--- src/rtl/systolic_feeder.sv ---
// Systolic array feeder.
// Loads N weight rows into the top array row (one control strobe per accepted
// row), then streams activation vectors into the left array column with a
// diagonal skew (lane i delayed by i cycles), drains the skew line and pulses
// done when the last element leaves lane N-1.
//
//   state   | meaning
//   --------+-----------------------------------------------------------
//   IDLE    | waiting for start; all outputs quiet
//   LOAD_WT | accepting N weight rows, one control pulse per row
//   STREAM  | accepting activation vectors until act_last
//   DRAIN   | injecting zeros for N-1 cycles until lane N-1 shows the last element
module systolic_feeder #(
  parameter int N      = 4,
  parameter int DATA_W = 8
) (
  input  logic                  clk,
  input  logic                  rst_n,
  input  logic                  start,
  input  logic                  wt_valid,
  input  logic [N*DATA_W-1:0]   wt_row,
  output logic                  wt_ready,
  input  logic                  act_valid,
  input  logic [N*DATA_W-1:0]   act_vec,
  input  logic                  act_last,
  output logic                  act_ready,
  output logic                  control,
  output logic [N*DATA_W-1:0]   wt_path_out,
  output logic [N*DATA_W-1:0]   data_out,
  output logic [N-1:0]          data_vld,
  output logic                  busy,
  output logic                  done
);

  localparam int CW = (N > 1) ? $clog2(N) : 1;
  localparam logic [CW-1:0] ROW_LAST  = CW'(N - 1);
  localparam logic [CW-1:0] DRAIN_LEN = CW'(N - 1);

  typedef enum logic [1:0] {
    IDLE    = 2'd0,
    LOAD_WT = 2'd1,
    STREAM  = 2'd2,
    DRAIN   = 2'd3
  } state_t;

  state_t          state, state_nxt;
  logic [CW-1:0]   row_cnt, row_cnt_nxt;
  logic [CW-1:0]   drain_cnt, drain_cnt_nxt;
  logic            done_nxt;
  logic            wt_acc;
  logic            act_acc;
  logic            shift_en;

  assign wt_acc   = wt_valid & wt_ready;
  assign act_acc  = act_valid & act_ready;
  assign shift_en = (state == STREAM) || (state == DRAIN);

  // Next-state logic: row counting, end-of-stream detection, drain countdown.
  always_comb begin
    state_nxt     = state;
    row_cnt_nxt   = row_cnt;
    drain_cnt_nxt = drain_cnt;
    done_nxt      = 1'b0;
    case (state)
      IDLE: begin
        if (start) state_nxt = LOAD_WT;
      end
      LOAD_WT: begin
        if (wt_acc) begin
          if (row_cnt == ROW_LAST) begin
            row_cnt_nxt = '0;
            state_nxt   = STREAM;
          end else begin
            row_cnt_nxt = row_cnt + CW'(1);
          end
        end
      end
      STREAM: begin
        if (act_acc && act_last) begin
          if (N == 1) begin
            // No skew to drain: lane 0 already shows the last element.
            state_nxt = IDLE;
            done_nxt  = 1'b1;
          end else begin
            state_nxt     = DRAIN;
            drain_cnt_nxt = DRAIN_LEN;
          end
        end
      end
      DRAIN: begin
        if (drain_cnt == CW'(1)) begin
          state_nxt     = IDLE;
          done_nxt      = 1'b1;
          drain_cnt_nxt = '0;
        end else begin
          drain_cnt_nxt = drain_cnt - CW'(1);
        end
      end
      default: state_nxt = IDLE;
    endcase
  end

  // State register and registered handshake/status outputs.
  always_ff @(posedge clk or negedge rst_n) begin
    if (!rst_n) begin
      state       <= IDLE;
      row_cnt     <= '0;
      drain_cnt   <= '0;
      wt_ready    <= 1'b0;
      act_ready   <= 1'b0;
      busy        <= 1'b0;
      done        <= 1'b0;
      control     <= 1'b0;
      wt_path_out <= '0;
    end else begin
      state     <= state_nxt;
      row_cnt   <= row_cnt_nxt;
      drain_cnt <= drain_cnt_nxt;
      wt_ready  <= (state_nxt == LOAD_WT);
      act_ready <= (state_nxt == STREAM);
      busy      <= (state_nxt != IDLE);
      done      <= done_nxt;
      // Strobe only on a real acceptance so a stall never re-shifts weights.
      control   <= wt_acc;
      if (wt_acc) wt_path_out <= wt_row;
    end
  end

  // Diagonal skew line: lane g is a shift register of depth g+1.
  for (genvar g = 0; g < N; g++) begin : g_lane
    logic [DATA_W-1:0] sd [0:g];
    logic              sv [0:g];

    // Shift while streaming/draining; bubbles enter as zero data, valid low.
    always_ff @(posedge clk or negedge rst_n) begin
      if (!rst_n) begin
        for (int k = 0; k <= g; k++) begin
          sd[k] <= '0;
          sv[k] <= 1'b0;
        end
      end else if (shift_en) begin
        sd[0] <= act_acc ? act_vec[g*DATA_W +: DATA_W] : '0;
        sv[0] <= act_acc;
        for (int k = 1; k <= g; k++) begin
          sd[k] <= sd[k-1];
          sv[k] <= sv[k-1];
        end
      end else begin
        for (int k = 0; k <= g; k++) begin
          sd[k] <= '0;
          sv[k] <= 1'b0;
        end
      end
    end

    assign data_out[g*DATA_W +: DATA_W] = sd[g];
    assign data_vld[g]                  = sv[g];
  end

endmodule

--- config.mk ---
export PLATFORM = sky130hd
export DESIGN_NAME = systolic_feeder
export DESIGN_NICKNAME = d
export VERILOG_FILES = /design/src/rtl/systolic_feeder.sv
export SDC_FILE = /design/constraint.sdc
export NUM_CORES = 1
export LEC_CHECK = 0
export BUFFER_PORTS_ARGS = -buffer_cell sky130_fd_sc_hd__buf_4
export CAP_MARGIN = 20
export CORE_MARGIN = 2
export CORE_UTILIZATION = 54
export CTS_CLUSTER_SIZE = 28
export DETAILED_ROUTE_END_ITERATION = 10
export HOLD_SLACK_MARGIN = 0.12
export PLACE_DENSITY = 0.88
export SYNTH_ARGS = -nofsm -noshare
export SYNTH_HDL_FRONTEND = slang
export SYNTH_SLANG_ARGS = --single-unit
--- constraint.sdc ---
create_clock -name clk -period 2.4 [get_ports clk]
set_clock_uncertainty 0.1 [all_clocks]
set_input_delay 0.48 -clock clk [delete_from_list [all_inputs] [get_ports clk]]
set_output_delay 0.48 -clock clk [all_outputs]
set_load 0.05 [all_outputs]
==> results of run 1 <==
==> power breakdown <==
group | total [W] | internal [W] | switching, W
combinational | 0.00280 | 0.00107 | 0.00173
sequential | 0.00282 | 0.00254 | 0.000277
clock | 0.00273 | 0.00181 | 0.000918
==> metal layers <==
| layer | up-vias | track usage [%] |
|---|---|---|
| met5 | - | 0 |
| met4 | 0 | 9.86 |
| li1 | 1345 | - |
| met2 | 109 | 40.3 |
| met3 | 23 | 7.23 |
| met1 | 1439 | 25.6 |
==> through the flow <==
step	cell area, µm²	utilization (%)	power (W)
2_1_floorplan	4650	-	0.00473
3_3_place_gp	5610	67.9	0.00544
3_5_place_dp	5610	67.9	0.00552
4_1_cts	6910	83.6	0.00837
5_1_grt	6910	83.6	0.00867
6_report	6910	83.7	0.00834
==> placed cells by master (no fill, tap or decap), types with 3 or more instances in the layout <==
cell and n:
clkbuf_8 5, buf_4 146, inv_1 3, dfrtp_1 127, clkbuf_16 16, mux2_4 30
dlygate4sd3_1 65, clkinvlp_4 3, o21ai_0 3, and2_1 83, clkinv_4 3, bufinv_16 4
nor2_1 5
==> registers in the layout, indices dropped and copies added (netlist names) <==
name         cells
data_vld         3
g_lane.sd       56
wt_ready         1
busy             1
act_ready        1
control          1
drain_cnt        2
wt_path_out     32
g_lane.sv        1
done             1
state            2
data_out        24
row_cnt          2
==> final cells by class <==
| class | count | area [µm²] |
|---|---|---|
| flip-flops and latches | 127 | 3180 |
| multi-input cells | 140 | 1160 |
| repair buffers | 212 | 1770 |
| clock inverters | 11 | 178 |
| well taps | 105 | 131 |
| clock buffers | 21 | 469 |
| diodes | 1 | 2.50 |
| inverters | 4 | 20.0 |
| fillers | 414 | 1350 |
==> how the worst max path moves through the flow <==
stage | from | to | slack, ps | cells past startpoint
2_1_floorplan | wt_ready$_DFF_PN0_ | wt_path_out[10]$_DFFE_PN0N_ | 880 | 3
3_3_place_gp | wt_valid | wt_path_out[14]$_DFFE_PN0N_ | 680 | 4
3_5_place_dp | wt_valid | wt_path_out[20]$_DFFE_PN0N_ | 640 | 4
4_1_cts | wt_ready$_DFF_PN0_ | wt_ready | 670 | 1
5_1_grt | wt_ready$_DFF_PN0_ | wt_ready | 640 | 1
6_report | wt_ready$_DFF_PN0_ | wt_ready | 690 | 1
==> logic make-up (layout without fill, tap and decap cells) <==
logic type                 Yosys count  in the layout  share of synthesized area (%)
DFF                                127            127                           68.4
muxes                               35             35                           10.9
other                                0              1                              0
buffers and inverters               41            248                           6.54
and+or+nand+nor                     97             97                           12.9
AOI/OAI and AO/OA                    6              6                          0.727
adders and majority gates            2              2                          0.539
==> impl_metrics.py, run 1 <==
metrics = {
    "setup_path": {
        "critPathLaunchType": "flip-flop",
        "cp_slowest_cell": "dfrtp_1",
        "rrSetupSlack_ps": 810,
        "worstPathRequired_ps": 1820,
        "endpoint_kind": "output port",
        "regToRegEndpoint": "wt_path_out[13]$_DFFE_PN0N_",
        "crit_arrival_ps": 1130,
        "path_buf_inv": 1,
        "reg2reg_from": "wt_ready$_DFF_PN0_",
        "worst-path-max-fanout": 3,
        "critPathKind": "flip-flop to output port",
        "r2r_cells": 3,
        "worstPathCellList": "buf_4",
        "cp_top_family": "flip-flops",
        "cp_slowest_stage_delay_ps": 410,
    },
    "clock_network": {
        "postCtsSetupRepairBufs": 0,
        "root_buffer": "clkbuf_8",
        "htreeDepth": 4,
        "worstSkewPairLatency_ps": 490,
        "clkSinkCount": 127,
        "cts_made_buffers": 17,
        "cts_resized": 0,
        "cts_tree": "yes",
        "cts_hold_buf": 65,
        "cts_buffer_depth": 2,
        "clk_pin_slew_ps": 60,
    },
    "drt": {
        "drt-total-wl_um": 10200,
        "dr.pass1.iters": 4,
        "wl_met2_um": 5620,
        "vias_per_cell": 4.70,
        "ant_nets": 0,
        "top_layer": "met4",
        "drc_errors": 0,
        "drtIter0Drc": 127,
        "wl_met1_um": 3750,
        "vias": 2916,
        "wl_per_cell_um": 16.4,
        "wl_met3_um": 601,
    },
    "yosys": {
        "syn_area_per_cell_um2": 15.1,
        "synth_top_area_share_pct": 68.4,
        "synth_seq_cells": 127,
        "synth_area_leaders": "dfrtp_1 (68%), and2_1 (11%), mux2_4 (9.7%), buf_4 (4.2%), buf_6 (1.5%)",
        "async_flop_share_pct": 100,
        "synth_warnings": 0,
        "syn_nets": 380,
        "synth.largest_area_cell": "dfrtp_1",
        "synth-main-ff-cell": "dfrtp_1",
        "synth_edf_count": 0,
        "synth_area_mm2": 0.00465,
        "synth.most_common_cell": "dfrtp_1",
        "synthCells": 308,
        "ys_seq_area_share_pct": 68.4,
        "ys_types": 24,
        "ys_top_cells_by_count": "dfrtp_1 (127), and2_1 (83), mux2_4 (30)",
    },
    "global_routing": {
        "grt_pass1_vias": 3309,
        "antenna_found_initial": 0,
        "grt_usage_pct": 22.9,
        "grt_pass1_wl_um": 16500,
        "grt_max_degree": 74,
        "overflow": 0,
    },
    "timing": {
        "hold_viol_final": 0,
        "worstMarginPinSlew_ps": 522,
        "finalMaxSlewViolations": 0,
        "setup_viol": 0,
        "final.setup.tns_ps": 0,
        "hold_ws_ps": 217,
        "fmax_mhz": 585,
        "slew_headroom_pct": 65.2,
        "setup_slack_ps": 690,
        "rsz0062_at_grt": "false",
        "period_minus_slack_ps": 1710,
        "fin_crit_sh_pct": 71.2,
    },
    "run": {
        "drv_cap": 0,
    },
    "die": {
        "core_mm2": 0.00826,
        "die-area_mm2": 0.00936,
        "initial_utilization_pct": 56.3,
        "fp.dieW_um": 96.8,
        "ioPinCount": 143,
        "fp-row-count": 33,
        "chipHeight_um": 96.8,
    },
    "placed_design": {
        "portBuffers": 142,
        "pre_cts_ws_ps": 637,
        "hpwlAfterDp_um": 5480,
        "routabilityCongestion": 0.769,
        "dp_cells": 523,
    },
    "min_path": {
        "min_path_cells": 3,
        "worstHoldStart": "start",
        "holdCritPathClass": "input pin to flip-flop",
        "whs_endpoint": "busy$_DFF_PN0_",
    },
    "power_and_ir_drop": {
        "ir_worst_vdd_mv": 0.571,
        "static-leakage-power_nw": 3.61,
        "p_per_area_mw_per_mm2": 1210,
    },
    "status": {
        "run_status": "complete, no violations",
    },
    "layout": {
        "nets": 574,
        "syn_to_final_growth_pct": 48.7,
        "drive_above_1_share_pct": 41.9,
        "layout.cells.non_filler": 621,
    },
}
Note: power is estimated with default switching activity, not from simulation.
==> run 2, diff against run 1 <==
- CORE_UTILIZATION: 54 -> 51
- PLACE_DENSITY: 0.88 -> 0.84
- clock period: 2.4 -> 1.7 ns (I/O delays scaled with it)
==> impl_metrics.py, run 2 (synthesis results as in run 1) <==
metrics = {
    "timing": {
        "finalMaxSlewViolations": 0,
        "final.setup.tns_ps": 0,
        "slew_headroom_pct": 76.0,
        "setup_viol": 0,
        "hold_viol_final": 0,
        "hold_ws_ps": 198,
        "fin_crit_sh_pct": 94.7,
        "worstMarginPinSlew_ps": 360,
        "fmax_mhz": 621,
        "period_minus_slack_ps": 1610,
        "rsz0062_at_grt": "false",
    },
    "global_routing": {
        "overflow": 0,
        "grt_usage_pct": 22.8,
        "antenna_found_initial": 0,
        "grt_pass1_vias": 3269,
        "grt_max_degree": 48,
        "grt_pass1_wl_um": 16600,
    },
    "clock_network": {
        "cts_made_buffers": 17,
        "cts_tree": "yes",
        "postCtsSetupRepairBufs": 0,
        "htreeDepth": 4,
        "clkSinkCount": 127,
        "worstSkewPairLatency_ps": 490,
        "clk_pin_slew_ps": 60,
        "root_buffer": "clkbuf_8",
        "cts_buffer_depth": 2,
        "cts_resized": 0,
    },
    "layout": {
        "antenna_cells": 0,
        "final_common_cell": "buf_4",
        "drive_above_1_share_pct": 41.8,
        "fin_util_pct": 79.5,
        "nFillCells": 442,
        "syn_to_final_growth_pct": 49.9,
        "layout.cells.non_filler": 630,
        "final_cell_mix": "buf_4 (146), dfrtp_1 (127), and2_1 (83), dlygate4sd3_1 (69), mux2_4 (30)",
        "largest_register_ffs": 56,
        "nets": 581,
        "regMostFlops": "g_lane.sd",
    },
    "drt": {
        "drtIter0Drc": 76,
        "drc_errors": 0,
        "drt-total-wl_um": 10800,
        "wl_per_cell_um": 17.1,
        "vias_per_cell": 4.73,
        "vias": 2978,
        "ant_nets": 0,
        "dr.pass1.iters": 6,
    },
    "placed_design": {
        "routabilityCongestion": 0.780,
        "hpwlAfterDp_um": 5780,
        "dp_cells": 529,
        "portBuffers": 142,
    },
    "power_and_ir_drop": {
        "ir_worst_vdd_mv": 0.968,
        "static-leakage-power_nw": 3.63,
        "p_per_area_mw_per_mm2": 1680,
    },
    "die": {
        "core_mm2": 0.00876,
        "ioPinCount": 143,
        "fp-row-count": 34,
        "fp.dieW_um": 99.4,
        "chipHeight_um": 99.4,
        "initial_utilization_pct": 53.0,
        "die-area_mm2": 0.00989,
    },
    "setup_path": {
        "worst-path-max-fanout": 7,
        "reg2reg_from": "state[0]$_DFF_PN0_",
        "worstPathRequired_ps": 2020,
        "crit_arrival_ps": 1930,
        "critPathKind": "flip-flop to flip-flop",
        "startpoint": "state[0]$_DFF_PN0_",
        "endpoint_kind": "flip-flop",
        "critPathLaunchType": "flip-flop",
    },
    "min_path": {
        "holdCritPathClass": "input pin to flip-flop",
        "worstHoldStart": "act_valid",
    },
    "run": {
        "drv_cap": 0,
    },
    "status": {
        "run_status": "complete, no violations",
    },
}
==> run 2: changes by cell type in the layout (fill, tap and decap cells not counted) <==
cell / change
dlygate4sd3_1: +4
clkbuf_8: -4
clkinv_2: +1
clkbuf_1: +1
inv_6: +2
bufinv_16: -1
buf_12: +3
diode_2: -1
inv_8: +1
==> run 2: power by group <==
part	leakage [nW]	switching [W]	internal (W)	total, W
registers	1.68	0.000406	0.00359	0.00399
clock network	0.285	0.00135	0.00226	0.00361
logic	1.67	0.00252	0.00159	0.00411
==> run 2: per-layer routing <==
layer  part of all wire [%]  wire [µm]  track usage [%]  vias to the layer above
li1                       -          -                -                     1358
met5                      0          0                0                        -
met2                     56       6000             41.6                      128
met1                     35       3770             23.5                     1463
met4                    4.0        427             11.6                        0
met3                    5.2        559             7.03                       29
==> run 2: worst paths after layout <==
kind                                                   end  slack, ps  depth (start not counted)
worst max-delay path                   act_ready$_DFF_PN0_         90                          3
worst min-delay path              drain_cnt[1]$_DFFE_PN0P_        200                          4
worst max register to register         act_ready$_DFF_PN0_         90                          3
worst min register to register  g_lane[2].sd[15]$_DFF_PN0_        340                          1
max in group asynchronous       g_lane[3].sd[11]$_DFF_PN0_        710                          3
min in group asynchronous       g_lane[2].sd[12]$_DFF_PN0_        210                          2
==> run 2: worst max-delay path: stages (launching register included) <==
cell and delay, ps:
dfrtp_1 460, a31o_2 270, dlygate4sd3_1 580, mux2i_1 130
==> run 2: metrics by stage <==
step	setup WS, ps	total power (W)	instance area, µm²
CTS	111	0.0117	6960
finish	90.5	0.0117	6960
global route	41.4	0.0122	6960
global placement	341	0.00778	5670
floorplan	181	0.00668	4650
detailed placement	329	0.00790	5670
==> run 2: timing repair <==
action	in CTS	in global routing
endpoints found under the setup margin	0	0
hold endpoints to repair	197	0
hold buffers	69	0
==> run 2: cell type report <==
type                    count  area, µm²  share of cell area (%)
well taps                 108        135                    1.94
inverters                   4       20.0                   0.288
flip-flops and latches    127       3180                    45.6
clock inverters            14        181                    2.61
multi-input cells         140       1160                    16.7
clock buffers              18        418                    6.00
repair buffers            219       1870                    26.8
==> run 3, diff against run 2 <==
- BUFFER_PORTS_ARGS: -buffer_cell sky130_fd_sc_hd__buf_4 -> -buffer_cell sky130_fd_sc_hd__buf_2
==> impl_metrics.py, run 3 (synthesis results as in run 1) <==
metrics = {
    "die": {
        "initial_utilization_pct": 53.0,
        "ioPinCount": 143,
        "fp-row-count": 34,
        "fp.dieW_um": 99.4,
        "die-area_mm2": 0.00989,
        "core_mm2": 0.00876,
        "chipHeight_um": 99.4,
    },
    "power_and_ir_drop": {
        "static-leakage-power_nw": 3.58,
        "swShare_pct": 36.2,
        "ir_worst_vdd_mv": 0.824,
        "p_per_area_mw_per_mm2": 1740,
        "p_switching_w": 0.00421,
        "combinationalPowerShare_pct": 32.4,
        "power_frac_seq_pct": 34.1,
        "internal_power_w": 0.00741,
        "p_clk_share_pct": 33.5,
    },
    "clock_network": {
        "clkSinkCount": 127,
        "htreeDepth": 4,
        "worstSkewPairLatency_ps": 490,
        "cts_buffer_depth": 2,
        "clk_pin_slew_ps": 60,
        "cts_resized": 0,
        "root_buffer": "clkbuf_8",
        "cts_tree": "yes",
        "cts_made_buffers": 17,
    },
    "global_routing": {
        "overflow": 0,
        "grt_usage_pct": 22.2,
        "grt_pass1_vias": 3258,
        "antenna_found_initial": 0,
        "grt_pass1_wl_um": 16300,
        "grt_max_degree": 39,
    },
    "drt": {
        "dr.pass1.iters": 4,
        "drt-total-wl_um": 10400,
        "vias_per_cell": 4.66,
        "drtIter0Drc": 168,
        "vias": 2936,
        "drc_errors": 0,
        "ant_nets": 0,
        "wl_per_cell_um": 16.4,
    },
    "timing": {
        "setup_viol": 0,
        "fin_crit_sh_pct": 96.1,
        "worstMarginPinSlew_ps": 440,
        "slew_headroom_pct": 70.7,
        "rsz0062_at_grt": "false",
        "period_minus_slack_ps": 1630,
        "hold_ws_ps": 199,
        "fmax_mhz": 612,
        "setup_slack_ps": 66.3,
        "finalMaxSlewViolations": 0,
        "hold_viol_final": 0,
        "final.setup.tns_ps": 0,
    },
    "layout": {
        "regMostFlops": "g_lane.sd",
        "drive_above_1_share_pct": 42.0,
        "final_common_cell": "buf_2",
        "largest_register_ffs": 56,
        "final_cell_mix": "buf_2 (141), dfrtp_1 (127), and2_1 (83), dlygate4sd3_1 (69), mux2_4 (30)",
        "antenna_cells": 0,
        "nFillCells": 517,
        "nets": 581,
        "fin_util_pct": 76.1,
        "syn_to_final_growth_pct": 43.5,
        "finalInstanceArea_mm2": 0.00667,
    },
    "setup_path": {
        "worstPathRequired_ps": 1260,
        "endpoint_kind": "output port",
        "crit_arrival_ps": 1190,
        "cp_slowest_stage_delay_ps": 410,
        "critPathKind": "flip-flop to output port",
        "worstPathCellList": "buf_2",
        "cp_slowest_cell": "dfrtp_1",
        "cp_top_family": "flip-flops",
        "critPathLaunchType": "flip-flop",
        "worst-path-max-fanout": 3,
        "path_buf_inv": 1,
    },
    "placed_design": {
        "portBuffers": 142,
        "routabilityCongestion": 0.779,
        "dpl-instance-area_mm2": 0.00533,
        "hpwlAfterDp_um": 5690,
        "pre_cts_ws_ps": 343,
    },
    "min_path": {
        "holdCritPathClass": "input pin to flip-flop",
    },
    "status": {
        "run_status": "complete, no violations",
    },
    "run": {
        "drv_cap": 0,
    },
}
==> run 3: stage by stage <==
| stage | total power (W) | std cells |
|---|---|---|
| finish | 0.0116 | 630 |
| global route | 0.0121 | 630 |
| CTS | 0.0116 | 630 |
| detailed placement | 0.00756 | 529 |
| floorplan | 0.00668 | 308 |
| global placement | 0.00743 | 529 |
==> run 3: area by class of cell <==
cell class | count | area, µm² | share of cell area [%]
clock inverters | 15 | 231 | 3.47
clock buffers | 17 | 414 | 6.21
flip-flops and latches | 127 | 3180 | 47.7
inverters | 4 | 20.0 | 0.300
repair buffers | 219 | 1530 | 22.9
well taps | 108 | 135 | 2.03
multi-input cells | 140 | 1160 | 17.4
==> run 3: what timing repair did <==
action,4_1_cts,5_1_grt
buffers inserted,0,0
hold buffers,69,0
hold endpoints to repair,197,0
==> run 3: final timing paths <==
| check | startpoint | end | slack [ps] | cells past startpoint |
|---|---|---|---|---|
| max | wt_ready$_DFF_PN0_ | wt_ready | 70 | 1 |
| min | act_valid | g_lane[0].sv$_DFF_PN0_ | 200 | 2 |
| max reg2reg | state[0]$_DFF_PN0_ | act_ready$_DFF_PN0_ | 120 | 3 |
| min reg2reg | g_lane[2].sd[12]$_DFF_PN0_ | data_out[20]$_DFF_PN0_ | 340 | 1 |
| max in group asynchronous | rst_n | wt_path_out[0]$_DFFE_PN0N_ | 710 | 3 |
| min in group asynchronous | rst_n | data_vld[3]$_DFF_PN0_ | 240 | 2 |
==> run 3: layer usage <==
| metal | GRT usage, % | part of all wire [%] | up-vias |
|---|---|---|---|
| met5 | 0 | 0 | - |
| met4 | 11.6 | 3.0 | 0 |
| met3 | 5.76 | 4.4 | 23 |
| met2 | 40.0 | 56 | 114 |
| met1 | 23.8 | 37 | 1439 |
| li1 | - | - | 1360 |
==> run 3: power by group through the flow <==
stage / combinational [W] / clock, W / sequential [W]
final: 0.00376 / 0.00390 / 0.00396
after global routing: 0.00394 / 0.00412 / 0.00402
after CTS: 0.00373 / 0.00394 / 0.00393
after detailed placement: 0.00359 / 0 / 0.00397
after global placement: 0.00349 / 0 / 0.00394
after floorplan: 0.00119 / 0 / 0.00549
